==> config.mk <==
export PLATFORM = sky130hd
export DESIGN_NAME = frame_timing_gen
export DESIGN_NICKNAME = d
export VERILOG_FILES = /design/src/rtl/frame_timing_pkg.sv /design/src/rtl/frame_counter.sv /design/src/rtl/frame_timing_gen.sv
export SDC_FILE = /design/constraint.sdc
export NUM_CORES = 1
export LEC_CHECK = 0
export BUFFER_PORTS_ARGS = -buffer_cell sky130_fd_sc_hd__buf_2
export CORE_ASPECT_RATIO = 1.25
export CORE_MARGIN = 1
export CORE_UTILIZATION = 32
export CTS_CLUSTER_SIZE = 20
export DETAILED_ROUTE_END_ITERATION = 10
export SYNTH_ARGS = -nofsm -noshare
export SYNTH_HDL_FRONTEND = slang
export SYNTH_SLANG_ARGS = --single-unit
==> constraint.sdc <==
create_clock -name clk -period 3.2 [get_ports clk]
set_clock_uncertainty 0.2 [all_clocks]
set_input_delay 0.32 -clock clk [delete_from_list [all_inputs] [get_ports clk]]
set_output_delay 0.32 -clock clk [all_outputs]
set_load 0.03 [all_outputs]
==> src/rtl/frame_timing_pkg.sv <==
// frame_timing_pkg
//   Shared definitions for the frame timing generator: the 2-bit "active"
//   region codes, the counter width and the default raster timing constants.
//   No ports (package).
package frame_timing_pkg;

   // Wide enough for both the column (0..457) and row (0..311) counters.
   localparam int unsigned CNT_W = 9;

   typedef enum logic [1:0] {
      ACT_BLANK  = 2'b00,
      ACT_BORDER = 2'b10,
      ACT_VIEW   = 2'b11
   } active_e;

   localparam int unsigned DEF_H_TOTAL      = 458;
   localparam int unsigned DEF_V_TOTAL_NTSC = 262;
   localparam int unsigned DEF_V_TOTAL_PAL  = 312;
   localparam int unsigned DEF_HSYNC_START  = 11;
   localparam int unsigned DEF_HSYNC_END    = 34;
   localparam int unsigned DEF_VSYNC_START  = 4;
   localparam int unsigned DEF_VSYNC_END    = 8;
   localparam int unsigned DEF_H_BLANK_END  = 78;
   localparam int unsigned DEF_V_BLANK_END  = 10;
   localparam int unsigned DEF_PORT_X       = 130;
   localparam int unsigned DEF_PORT_W       = 256;
   localparam int unsigned DEF_PORT_Y_NTSC  = 64;
   localparam int unsigned DEF_PORT_Y_PAL   = 89;
   localparam int unsigned DEF_PORT_H       = 192;
   localparam int unsigned DEF_PRELOAD_LEAD = 8;
   localparam int unsigned DEF_ROW_LINES    = 12;

endpackage

==> src/rtl/frame_counter.sv <==
// frame_counter
//   Column/row raster counters plus the frame-synchronous shadow copies of
//   the format and div2 controls.
//   Ports:
//     clk_i, rstn_i     pixel clock, asynchronous active-low reset
//     format_i, div2_i  raw controls, sampled only at the last pixel of a frame
//     col_o, row_o      current raster position
//     fmt_o, div2_o     shadow format (0 NTSC, 1 PAL) and div2 for this frame
module frame_counter
   import frame_timing_pkg::*;
#(
   parameter int unsigned H_TOTAL      = DEF_H_TOTAL,
   parameter int unsigned V_TOTAL_NTSC = DEF_V_TOTAL_NTSC,
   parameter int unsigned V_TOTAL_PAL  = DEF_V_TOTAL_PAL
) (
   input  logic             clk_i,
   input  logic             rstn_i,
   input  logic             format_i,
   input  logic             div2_i,
   output logic [CNT_W-1:0] col_o,
   output logic [CNT_W-1:0] row_o,
   output logic             fmt_o,
   output logic             div2_o
);

   localparam logic [CNT_W-1:0] COL_LAST    = CNT_W'(H_TOTAL - 1);
   localparam logic [CNT_W-1:0] ROW_LAST_N  = CNT_W'(V_TOTAL_NTSC - 1);
   localparam logic [CNT_W-1:0] ROW_LAST_P  = CNT_W'(V_TOTAL_PAL - 1);

   logic [CNT_W-1:0] col_q, col_d, row_q, row_d;
   logic             fmt_q, fmt_d, div2_q, div2_d;
   logic             col_end, row_end;

   always_comb begin
      col_end = (col_q == COL_LAST);
      // Frame length follows the shadow format, so a mid-frame format
      // change cannot stretch or cut the frame in progress.
      row_end = (row_q == (fmt_q ? ROW_LAST_P : ROW_LAST_N));
      col_d   = col_end ? '0 : col_q + 1'b1;
      row_d   = row_q;
      fmt_d   = fmt_q;
      div2_d  = div2_q;
      if (col_end) begin
         row_d = row_end ? '0 : row_q + 1'b1;
         if (row_end) begin
            fmt_d  = format_i;
            div2_d = div2_i;
         end
      end
   end

   always_ff @(posedge clk_i or negedge rstn_i) begin
      if (!rstn_i) begin
         col_q  <= '0;
         row_q  <= '0;
         fmt_q  <= 1'b0;
         div2_q <= 1'b0;
      end else begin
         col_q  <= col_d;
         row_q  <= row_d;
         fmt_q  <= fmt_d;
         div2_q <= div2_d;
      end
   end

   assign col_o  = col_q;
   assign row_o  = row_q;
   assign fmt_o  = fmt_q;
   assign div2_o = div2_q;

endmodule

==> src/rtl/frame_timing_gen.sv <==
// frame_timing_gen
//   Video raster timing: syncs, blanking/border/viewport region, character
//   fetch strobes, character-row line counter and an optional lightpen latch.
//   Every output is registered and reflects the counter state one clock back.
//   Optional feature: define FRAME_TIMING_LIGHTPEN_EN to build the lightpen
//   synchroniser and latch; otherwise lp/lp_ack are ignored and lp_* read 0.
//   Ports:
//     clk, rstn                 pixel clock, asynchronous active-low reset
//     format, div2              0 NTSC / 1 PAL; 1 = 16-byte viewport
//     hsn, fsn                  active-low horizontal / frame sync
//     active                    00 blank, 10 border, 11 viewport
//     fetch, byte_idx, preload  character fetch strobe, byte index, first fetch
//     alpha_row, rowclear       line within character row, row wrap strobe
//     line_start, frame_start   col 0 / col 0 row 0 strobes
//     field                     toggles every frame
//     lp, lp_ack                lightpen input and acknowledge
//     lp_x, lp_y, lp_valid      captured lightpen viewport position
module frame_timing_gen
   import frame_timing_pkg::*;
#(
   parameter int unsigned H_TOTAL      = DEF_H_TOTAL,
   parameter int unsigned V_TOTAL_NTSC = DEF_V_TOTAL_NTSC,
   parameter int unsigned V_TOTAL_PAL  = DEF_V_TOTAL_PAL,
   parameter int unsigned HSYNC_START  = DEF_HSYNC_START,
   parameter int unsigned HSYNC_END    = DEF_HSYNC_END,
   parameter int unsigned VSYNC_START  = DEF_VSYNC_START,
   parameter int unsigned VSYNC_END    = DEF_VSYNC_END,
   parameter int unsigned H_BLANK_END  = DEF_H_BLANK_END,
   parameter int unsigned V_BLANK_END  = DEF_V_BLANK_END,
   parameter int unsigned PORT_X       = DEF_PORT_X,
   parameter int unsigned PORT_W       = DEF_PORT_W,
   parameter int unsigned PORT_Y_NTSC  = DEF_PORT_Y_NTSC,
   parameter int unsigned PORT_Y_PAL   = DEF_PORT_Y_PAL,
   parameter int unsigned PORT_H       = DEF_PORT_H,
   parameter int unsigned PRELOAD_LEAD = DEF_PRELOAD_LEAD,
   parameter int unsigned ROW_LINES    = DEF_ROW_LINES
) (
   input  logic       clk,
   input  logic       rstn,
   input  logic       format,
   input  logic       div2,
   output logic       hsn,
   output logic       fsn,
   output logic [1:0] active,
   output logic       fetch,
   output logic [4:0] byte_idx,
   output logic       preload,
   output logic [3:0] alpha_row,
   output logic       rowclear,
   output logic       line_start,
   output logic       frame_start,
   output logic       field,
   input  logic       lp,
   input  logic       lp_ack,
   output logic [7:0] lp_x,
   output logic [7:0] lp_y,
   output logic       lp_valid
);

   localparam logic [CNT_W-1:0] HS_S    = CNT_W'(HSYNC_START);
   localparam logic [CNT_W-1:0] HS_E    = CNT_W'(HSYNC_END);
   localparam logic [CNT_W-1:0] VS_S    = CNT_W'(VSYNC_START);
   localparam logic [CNT_W-1:0] VS_E    = CNT_W'(VSYNC_END);
   localparam logic [CNT_W-1:0] HB_E    = CNT_W'(H_BLANK_END);
   localparam logic [CNT_W-1:0] VB_E    = CNT_W'(V_BLANK_END);
   localparam logic [CNT_W-1:0] PX      = CNT_W'(PORT_X);
   localparam logic [CNT_W-1:0] PX_END  = CNT_W'(PORT_X + PORT_W);
   localparam logic [CNT_W-1:0] PY_N    = CNT_W'(PORT_Y_NTSC);
   localparam logic [CNT_W-1:0] PY_P    = CNT_W'(PORT_Y_PAL);
   localparam logic [CNT_W-1:0] PH      = CNT_W'(PORT_H);
   localparam logic [CNT_W-1:0] FETCH_X = CNT_W'(PORT_X - PRELOAD_LEAD);
   localparam logic [CNT_W-1:0] FETCH_W = CNT_W'(PORT_W);
   localparam logic [3:0]       AR_LAST = 4'(ROW_LINES - 1);

   logic [CNT_W-1:0] col, row, port_y, rel;
   logic             fmt, d2, vrow, hview, blank, fetch_col;

   logic             hsn_q, hsn_d, fsn_q, fsn_d;
   active_e          active_q, active_d;
   logic             fetch_q, fetch_d, preload_q, preload_d;
   logic [4:0]       byte_idx_q, byte_idx_d;
   logic [3:0]       alpha_q, alpha_d;
   logic             rowclear_q, rowclear_d;
   logic             line_start_q, line_start_d, frame_start_q, frame_start_d;
   logic             field_q, field_d;

   frame_counter #(
      .H_TOTAL      (H_TOTAL),
      .V_TOTAL_NTSC (V_TOTAL_NTSC),
      .V_TOTAL_PAL  (V_TOTAL_PAL)
   ) u_counter (
      .clk_i    (clk),
      .rstn_i   (rstn),
      .format_i (format),
      .div2_i   (div2),
      .col_o    (col),
      .row_o    (row),
      .fmt_o    (fmt),
      .div2_o   (d2)
   );

   always_comb begin
      port_y = fmt ? PY_P : PY_N;
      vrow   = (row >= port_y) && (row < port_y + PH);
      hview  = (col >= PX) && (col < PX_END);
      blank  = (col < HB_E) || (row < VB_E);
      // Fetch slots are PRELOAD_LEAD ahead of the viewport; steps are powers
      // of two so slot alignment and index come straight from rel's bits.
      rel       = col - FETCH_X;
      fetch_col = (col >= FETCH_X) && (rel < FETCH_W) &&
                  (d2 ? (rel[3:0] == '0) : (rel[2:0] == '0));

      hsn_d         = !((col >= HS_S) && (col < HS_E));
      fsn_d         = !((row >= VS_S) && (row < VS_E));
      active_d      = blank ? ACT_BLANK : ((vrow && hview) ? ACT_VIEW : ACT_BORDER);
      fetch_d       = vrow && fetch_col;
      byte_idx_d    = fetch_d ? (d2 ? 5'(rel >> 4) : 5'(rel >> 3)) : '0;
      preload_d     = fetch_d && (rel == '0);
      line_start_d  = (col == '0);
      frame_start_d = line_start_d && (row == '0);
      field_d       = field_q ^ frame_start_d;

      alpha_d    = alpha_q;
      rowclear_d = 1'b0;
      if (line_start_d) begin
         if (!vrow) begin
            alpha_d = '0;
         end else if (alpha_q == AR_LAST) begin
            alpha_d    = '0;
            rowclear_d = 1'b1;
         end else begin
            alpha_d = alpha_q + 1'b1;
         end
      end
   end

   always_ff @(posedge clk or negedge rstn) begin
      if (!rstn) begin
         hsn_q         <= 1'b1;
         fsn_q         <= 1'b1;
         active_q      <= ACT_BLANK;
         fetch_q       <= 1'b0;
         byte_idx_q    <= '0;
         preload_q     <= 1'b0;
         alpha_q       <= '0;
         rowclear_q    <= 1'b0;
         line_start_q  <= 1'b0;
         frame_start_q <= 1'b0;
         field_q       <= 1'b0;
      end else begin
         hsn_q         <= hsn_d;
         fsn_q         <= fsn_d;
         active_q      <= active_d;
         fetch_q       <= fetch_d;
         byte_idx_q    <= byte_idx_d;
         preload_q     <= preload_d;
         alpha_q       <= alpha_d;
         rowclear_q    <= rowclear_d;
         line_start_q  <= line_start_d;
         frame_start_q <= frame_start_d;
         field_q       <= field_d;
      end
   end

   assign hsn         = hsn_q;
   assign fsn         = fsn_q;
   assign active      = active_q;
   assign fetch       = fetch_q;
   assign byte_idx    = byte_idx_q;
   assign preload     = preload_q;
   assign alpha_row   = alpha_q;
   assign rowclear    = rowclear_q;
   assign line_start  = line_start_q;
   assign frame_start = frame_start_q;
   assign field       = field_q;

`ifdef FRAME_TIMING_LIGHTPEN_EN
   logic [2:0]       lp_sync_q;
   logic             lp_edge, lp_valid_q, lp_valid_d;
   logic [7:0]       lp_x_q, lp_x_d, lp_y_q, lp_y_d;
   logic [CNT_W-1:0] dx, dy;

   // Position is taken from the counter state the edge is seen in, which is
   // the state active_d decodes, so the viewport test uses active_d.
   always_comb begin
      lp_edge    = lp_sync_q[1] & ~lp_sync_q[2];
      dx         = col - PX;
      dy         = row - port_y;
      lp_valid_d = lp_valid_q;
      lp_x_d     = lp_x_q;
      lp_y_d     = lp_y_q;
      if (lp_ack) begin
         lp_valid_d = 1'b0;
      end else if (lp_edge && !lp_valid_q && (active_d == ACT_VIEW)) begin
         lp_valid_d = 1'b1;
         lp_x_d     = d2 ? 8'(dx >> 1) : 8'(dx);
         lp_y_d     = 8'(dy);
      end
   end

   always_ff @(posedge clk or negedge rstn) begin
      if (!rstn) begin
         lp_sync_q  <= '0;
         lp_valid_q <= 1'b0;
         lp_x_q     <= '0;
         lp_y_q     <= '0;
      end else begin
         lp_sync_q  <= {lp_sync_q[1:0], lp};
         lp_valid_q <= lp_valid_d;
         lp_x_q     <= lp_x_d;
         lp_y_q     <= lp_y_d;
      end
   end

   assign lp_x     = lp_x_q;
   assign lp_y     = lp_y_q;
   assign lp_valid = lp_valid_q;
`else
   logic unused_lp;
   assign unused_lp = lp ^ lp_ack;
   assign lp_x      = '0;
   assign lp_y      = '0;
   assign lp_valid  = 1'b0;
`endif

endmodule

# ---- After elaboration in Yosys (flattened, before gate mapping)
# Cells that the tools add are included.
dict set report word_totals {
  regBits 39
  out_inout_bits 36
  in_bits 6
}
dict set report classes {
  n_reduce_logical 19
  n_bitwise 1
  mux 14
  n_addsub 5
  magnitude_cmp 12
  n_eq_ne 3
}
# cell n
set op_table {}
lappend op_table {{$logic_not A9 Y1} 3}
lappend op_table {{$add A9 B1 Y9 const B} 2}
lappend op_table {{$lt A9 B4 Y1 const B} 2}
lappend op_table {{$lt A9 B9 Y1 const B} 2}
lappend op_table {{$mux W9} 2}
lappend op_table {{$mux W5} 3}
lappend op_table {{$logic_and A1 B1 Y1} 10}
lappend op_table {{$add A7 B8 Y9 const B} 1}
lappend op_table {{$eq A9 B9 Y1} 1}
lappend op_table {{$eq A9 B9 Y1 const B} 1}
lappend op_table {{$ge A9 B3 Y1 const B} 1}
lappend op_table {{$ge A9 B4 Y1 const B} 1}
lappend op_table {{$ge A9 B7 Y1} 1}
lappend op_table {{$ge A9 B7 Y1 const B} 1}
lappend op_table {{$ge A9 B8 Y1 const B} 1}
lappend op_table {{$lt A9 B6 Y1 const B} 1}
lappend op_table {{$lt A9 B7 Y1 const B} 1}
lappend op_table {{$lt A9 B9 Y1} 1}
lappend op_table {{$sub A9 B7 Y9 const B} 1}
lappend op_table {{$mux W4} 2}
lappend op_table {{$mux W6} 1}
lappend op_table {{$mux W1} 5}
lappend op_table {{$add A4 B1 Y4 const B} 1}
lappend op_table {{$eq A4 B4 Y1 const B} 1}
lappend op_table {{7 further kinds} 8}

# ---- Depth between registers and ports, before layout
dict set report depth {
  depth_word 7
  depth_mapped 8
  depth_no_buf 7
}

# ---- Hierarchy
# Synthesis repeated with hierarchy kept, for this count alone.
dict set report unflattened {
  hier_cells 255
  hier_area_um2 2372.3
}
# mod area_per_inst_um2 n_inst cells_per_inst
set modules_own_cells {}
lappend modules_own_cells {frame_timing_gen 1377.6 1 165}
lappend modules_own_cells {frame_counter 994.7 1 90}

# ---- Least setup slack after synthesis
# Ideal clock, no wire load.
dict set report synth_timing {
  kind {reg-to-reg}
  startpoint {register u_counter.col_q[2], in the netlist u_counter.col_o[2]}
  endpoint {register preload_q, in the netlist preload}
  t_required_ps 2895
  path_buffers 1
  setup_slack_ps 778
  setup_ps 105
  path_stages_with_launch 8
  arrival_time_ps 2116
  cell_sequence {dfrtp_1 > clkbuf_1 > inv_1 > ha_1 > or4b_2 > a211oi_1 > o21bai_1 > nor4b_1}
}
dict set report synth_between {
  elab_chain_len 6
  elab_cells_between_ends 11
  classes_between {1 x add/sub; 2 x order compare; 1 x mux; 7 x reduce/logical}
}
# item line
set synth_lines {}
lappend synth_lines {{start, declared} frame_counter.sv:30} ;# logic [CNT_W-1:0] col_q, col_d, row_q, row_d;
lappend synth_lines {{start signal, assigned} frame_counter.sv:59} ;# col_q <= col_d;
lappend synth_lines {{$sub A9 B7 Y9} frame_timing_gen.sv:109} ;# rel = col - FETCH_X;
lappend synth_lines {{$lt A9 B9 Y1 (tied with other cells)} frame_timing_gen.sv:110} ;# fetch_col = (col >= FETCH_X) && (rel < FETCH_W) &&
lappend synth_lines {{$logic_and A1 B1 Y1 / $mux W1 (equally long branches)} {frame_timing_gen.sv:110, frame_timing_gen.sv:111}}
lappend synth_lines {{$logic_and A1 B1 Y1} frame_timing_gen.sv:110}
lappend synth_lines {{$logic_and A1 B1 Y1} frame_timing_gen.sv:116} ;# fetch_d = vrow && fetch_col;
lappend synth_lines {{$logic_and A1 B1 Y1 (*)} frame_timing_gen.sv:118} ;# preload_d = fetch_d && (rel == '0);
lappend synth_lines {{named net preload_d} frame_timing_gen.sv:80} ;# logic fetch_q, fetch_d, preload_q, preload_d;
lappend synth_lines {{end signal, assigned} frame_timing_gen.sv:156} ;# preload_q <= preload_d;
lappend synth_lines {{end, declared} frame_timing_gen.sv:80}
# The timed path passes the listed nets; every way through them passes the cells marked *.
# A chain may end at the register's enable or synchronous reset.

# ---- Final worst setup path
dict set report layout_timing {
  startpoint {register u_counter.col_q[1], in the netlist u_counter.col_o[1]}
  endpoint {register preload_q, in the netlist preload}
}
# Same word-level chain as after synthesis.

==> metrics.log <==
[metrics] result of the run: finished, final reports clean
[metrics] wire per inst: 12.6 um
[metrics] H-tree levels: 2
[metrics] DP Worst Slack: 763 ps
[metrics] worst slew margin relative to its limit: 0.439
[metrics] clk buf depth: 2
[metrics] Final Net Count: 297
[metrics] number of setup buffers added after CTS: 0
[metrics] overall die height: 98.6 um
[metrics] clock transition at the registers of the reported paths: 80 ps
[metrics] fraction of power consumed by sequential logic: 0.485
[metrics] Clk Latency, worst-skew pair: 280 ps
[metrics] count of distinct cell types in the synthesized netlist: 56
[metrics] number of pins exceeding their max-slew limit in the final report: 0
[metrics] share of cells above drive strength 1: 0.165
[metrics] endpoints failing setup: 0
[metrics] worst-path cell chain: inv_1 > ha_1 > or4b_2 > a211oi_1 > o21bai_1 > nor4b_1
[metrics] cell with the largest stage delay on the worst path: sky130_fd_sc_hd__or4b_2
[metrics] fraction of registers with async set/reset: 1.00
[metrics] flop and latch count out of synthesis: 39
[metrics] Switch Pwr: 0.000212 W
[metrics] Overall Global Routing Usage: 0.126
[metrics] Switching Share: 0.207
[metrics] total area of multi-input combinational cells: 1220 um^2
[metrics] slack of the critical path: 735 ps
[metrics] drt total wl: 4.65 mm
[metrics] DRT Pass-1 Iters: 4
[metrics] power per standard cell area: 385 nW/um^2
[metrics] arrival time of data at the critical path endpoint: 2450 ps
[metrics] std cell rows: 34
[metrics] crit-path max cell delay: 620 ps
[metrics] cell depth of the worst hold path: 2
[metrics] initial antenna violation count: 0
[metrics] number of warnings printed during yosys synthesis: 0
[metrics] FF/Latch Area: 978 um^2
[metrics] initial core utilization: 0.336
[metrics] Sink Count: 39
[metrics] Power Internal: 0.000812 W
[metrics] number of buffers inserted during clock tree synthesis: 5
[metrics] synthesized area divided by synthesized cell count: 9.29 um^2
[metrics] final weighted congestion in routability-driven placement: 0.840
[metrics] Initial DRC Count: 207
[metrics] remaining antenna violation count: 0
[metrics] Die Span X: 79.3 um
[metrics] crit path buf inv count: 1
[metrics] final hold violation count: 0
[metrics] cell count of the worst reg-to-reg path: 6
[metrics] cell at the root of the clock tree: sky130_fd_sc_hd__clkbuf_8
[metrics] TritonCTS clock tree: done
[metrics] min-delay worst type: input port to flop
[metrics] Setup Total Neg Slack: 0 ps
[metrics] Final Core Density: 0.374
[metrics] I/O pin count: 42
[metrics] cell count after synthesis: 257
[metrics] most instantiated flip-flop cell in the synthesis netlist: sky130_fd_sc_hd__dfrtp_1
[metrics] # DRC: 0
[metrics] unrepaired setup endpoints after global routing: no
[metrics] clock network fraction of total power: 0.471
[metrics] Detail Placement HPWL: 3.28 mm
[metrics] Comb pwr share: 0.045
[metrics] via count of the routed design: 1,830
[metrics] worst slew pin tran: 842 ps
[metrics] kind of critical path: flop to flop
[metrics] core footprint: 7100 um^2
[metrics] Max Fanout on Critical Path: 9
[metrics] # diodes: 0
[metrics] Crit path required time: 3180 ps
[metrics] crit-path leading delay family: simple AND/OR/NAND/NOR gates
[metrics] Leakage Power: 1.18 nW
[metrics] fill cell instance count of the final layout: 714
[metrics] via count normalized by instance count: 4.96
[metrics] wire length of the first global-routing pass: 7.81 mm
[metrics] kind of launch point of the worst setup path: flop
[metrics] fraction of the yosys area taken by sequential cells: 0.410
[metrics] maximum ir drop on the vdd rail: 0.000202 V
[metrics] maximum achievable frequency: 406 MHz
[metrics] placed cell areas: 2510 um^2
[metrics] Remaining Overflow, GRT: 0
[metrics] # Max-Cap Violations: 0
[metrics] largest net degree at the start of global routing: 40
[metrics] Critical Path Sink Type: flop
[metrics] Tcrit/Tclk final: 0.770
[metrics] EDFF count, synth: 0
[metrics] Die ar.: 7820 um^2
[metrics] synth-to-layout area growth: 11.2%
[metrics] vias in the first global route: 1,691
[metrics] Post-Layout Inst Area: 2660 um^2
[metrics] number of I/O port buffers: 22
[metrics] minimum period implied by the final worst setup slack: 2470 ps
[metrics] Netlist Area Pre-Place: 2390 um^2
[metrics] stages on the worst setup path: 6
[state kept, by name, indices dropped and copies added, names as in the netlist, 2 cells and up]
register         cells
active               2
alpha_row            4
byte_idx             5
u_counter.col_o      9
u_counter.row_o      9
[cells in the final DEF, fill, tap and decap left out, types with 3 or more instances in the layout]
| master | n |
|---|---|
| sky130_fd_sc_hd__o21ai_0 | 11 |
| sky130_fd_sc_hd__clkbuf_8 | 5 |
| sky130_fd_sc_hd__buf_4 | 4 |
| sky130_fd_sc_hd__inv_1 | 14 |
| sky130_fd_sc_hd__a21oi_1 | 15 |
| sky130_fd_sc_hd__a2111oi_0 | 3 |
| sky130_fd_sc_hd__nor3_1 | 6 |
| sky130_fd_sc_hd__ha_1 | 13 |
| sky130_fd_sc_hd__or3_1 | 5 |
| sky130_fd_sc_hd__nand3_1 | 11 |
| sky130_fd_sc_hd__nand2_1 | 14 |
| sky130_fd_sc_hd__xor2_1 | 3 |
| sky130_fd_sc_hd__nor3b_1 | 4 |
| sky130_fd_sc_hd__xnor2_1 | 9 |
| sky130_fd_sc_hd__buf_2 | 22 |
| sky130_fd_sc_hd__nor4_1 | 5 |
| sky130_fd_sc_hd__o211ai_1 | 3 |
| sky130_fd_sc_hd__conb_1 | 17 |
| sky130_fd_sc_hd__nor2_1 | 20 |
| sky130_fd_sc_hd__nand4_1 | 4 |
| sky130_fd_sc_hd__and3_1 | 3 |
| sky130_fd_sc_hd__nor4b_1 | 3 |
| sky130_fd_sc_hd__dfrtp_1 | 37 |
| sky130_fd_sc_hd__nand2b_1 | 6 |
[cell type report]
class / instances / area share
multi-input combinational: 190 / 0.461
sequential: 39 / 0.369
timing repair buffer: 27 / 0.0566
tap: 90 / 0.0424
clock buffer: 6 / 0.0273
clock inverter: 2 / 0.0226
inverter: 15 / 0.0212
[power by group through the flow]
stage                     logic (W)  clock network [W]  registers (W)
after floorplan           0.0000498                  0       0.000504
after global placement    0.0000450                  0       0.000506
after detailed placement  0.0000456                  0       0.000506
after CTS                 0.0000465           0.000497       0.000496
after global routing      0.0000507           0.000515       0.000496
final                     0.0000456           0.000482       0.000496
[per-stage QoR]
step | hold WS, ps | power [W] | cells
2_1_floorplan | -176 | 0.000554 | 273
3_3_place_gp | 256 | 0.000551 | 360
3_5_place_dp | 257 | 0.000551 | 360
4_1_cts | 73.1 | 0.00104 | 369
5_1_grt | 80.1 | 0.00106 | 369
6_report | 73.4 | 0.00102 | 369
[logic make-up after synthesis]
| logic type | count (synthesis) | share of synthesized area |
|---|---|---|
| AO/OA/AOI/OAI | 48 | 0.131 |
| XOR/XNOR | 12 | 0.0440 |
| adder cells (fa/ha/maj) | 13 | 0.0681 |
| buffers and inverters | 44 | 0.103 |
| flip-flops | 39 | 0.410 |
| multiplexers | 4 | 0.0178 |
| other | 1 | 0.00157 |
| AND/OR/NAND/NOR | 96 | 0.225 |
[routing by layer]
layer,share of wire,GRT usage
met2,0.51,0.217
met4,0.0090,0.0531
met5,0,0
met1,0.44,0.150
met3,0.040,0.0250
[synth_stat cells, types with 2 or more instances]
cell,count,area (um^2)
sky130_fd_sc_hd__buf_6,2,22.5
sky130_fd_sc_hd__clkbuf_1,7,26.3
sky130_fd_sc_hd__and3_1,3,18.8
sky130_fd_sc_hd__o21ai_0,11,55.1
sky130_fd_sc_hd__or3_1,5,31.3
sky130_fd_sc_hd__a2111oi_0,3,26.3
sky130_fd_sc_hd__nor4_1,5,31.3
sky130_fd_sc_hd__ha_1,13,163
sky130_fd_sc_hd__mux2i_1,2,20.0
sky130_fd_sc_hd__nor3_1,6,30.0
sky130_fd_sc_hd__nor4b_1,3,26.3
sky130_fd_sc_hd__mux2_2,2,22.5
sky130_fd_sc_hd__nand3_1,11,55.1
sky130_fd_sc_hd__dfrtp_1,37,926
sky130_fd_sc_hd__buf_4,17,128
sky130_fd_sc_hd__a211o_1,2,17.5
sky130_fd_sc_hd__xor2_1,3,26.3
sky130_fd_sc_hd__o22ai_1,2,12.5
sky130_fd_sc_hd__nor2_1,20,75.1
sky130_fd_sc_hd__dfstp_2,2,52.6
sky130_fd_sc_hd__buf_1,2,7.51
sky130_fd_sc_hd__xnor2_1,9,78.8
sky130_fd_sc_hd__nor3b_1,4,30.0
sky130_fd_sc_hd__o2111ai_1,2,17.5
sky130_fd_sc_hd__o31ai_1,2,15.0
sky130_fd_sc_hd__nand4_1,4,25.0
sky130_fd_sc_hd__o211ai_1,3,22.5
sky130_fd_sc_hd__nand2b_1,6,37.5
sky130_fd_sc_hd__a21oi_1,15,75.1
sky130_fd_sc_hd__inv_1,14,52.6
sky130_fd_sc_hd__nand3b_1,2,15.0
sky130_fd_sc_hd__nand2_1,14,52.6
[worst paths after layout]
check | from | to | slack [ps]
hold reg to reg | field | field | 270
max in group asynchronous | rstn | alpha_row[1] | 1780
min in group asynchronous | rstn | field | 480
setup reg to reg | u_counter.col_o[1] | preload | 730
hold / removal | div2 | u_counter.div2_o | 70
setup / recovery | u_counter.col_o[1] | preload | 730
[timing repair]
item	4_1_cts	5_1_grt
hold endpoints to repair	37	0
hold buffers	1	0
resized for setup	0	0
No activity file was read; power rests on OpenSTA's default activity.
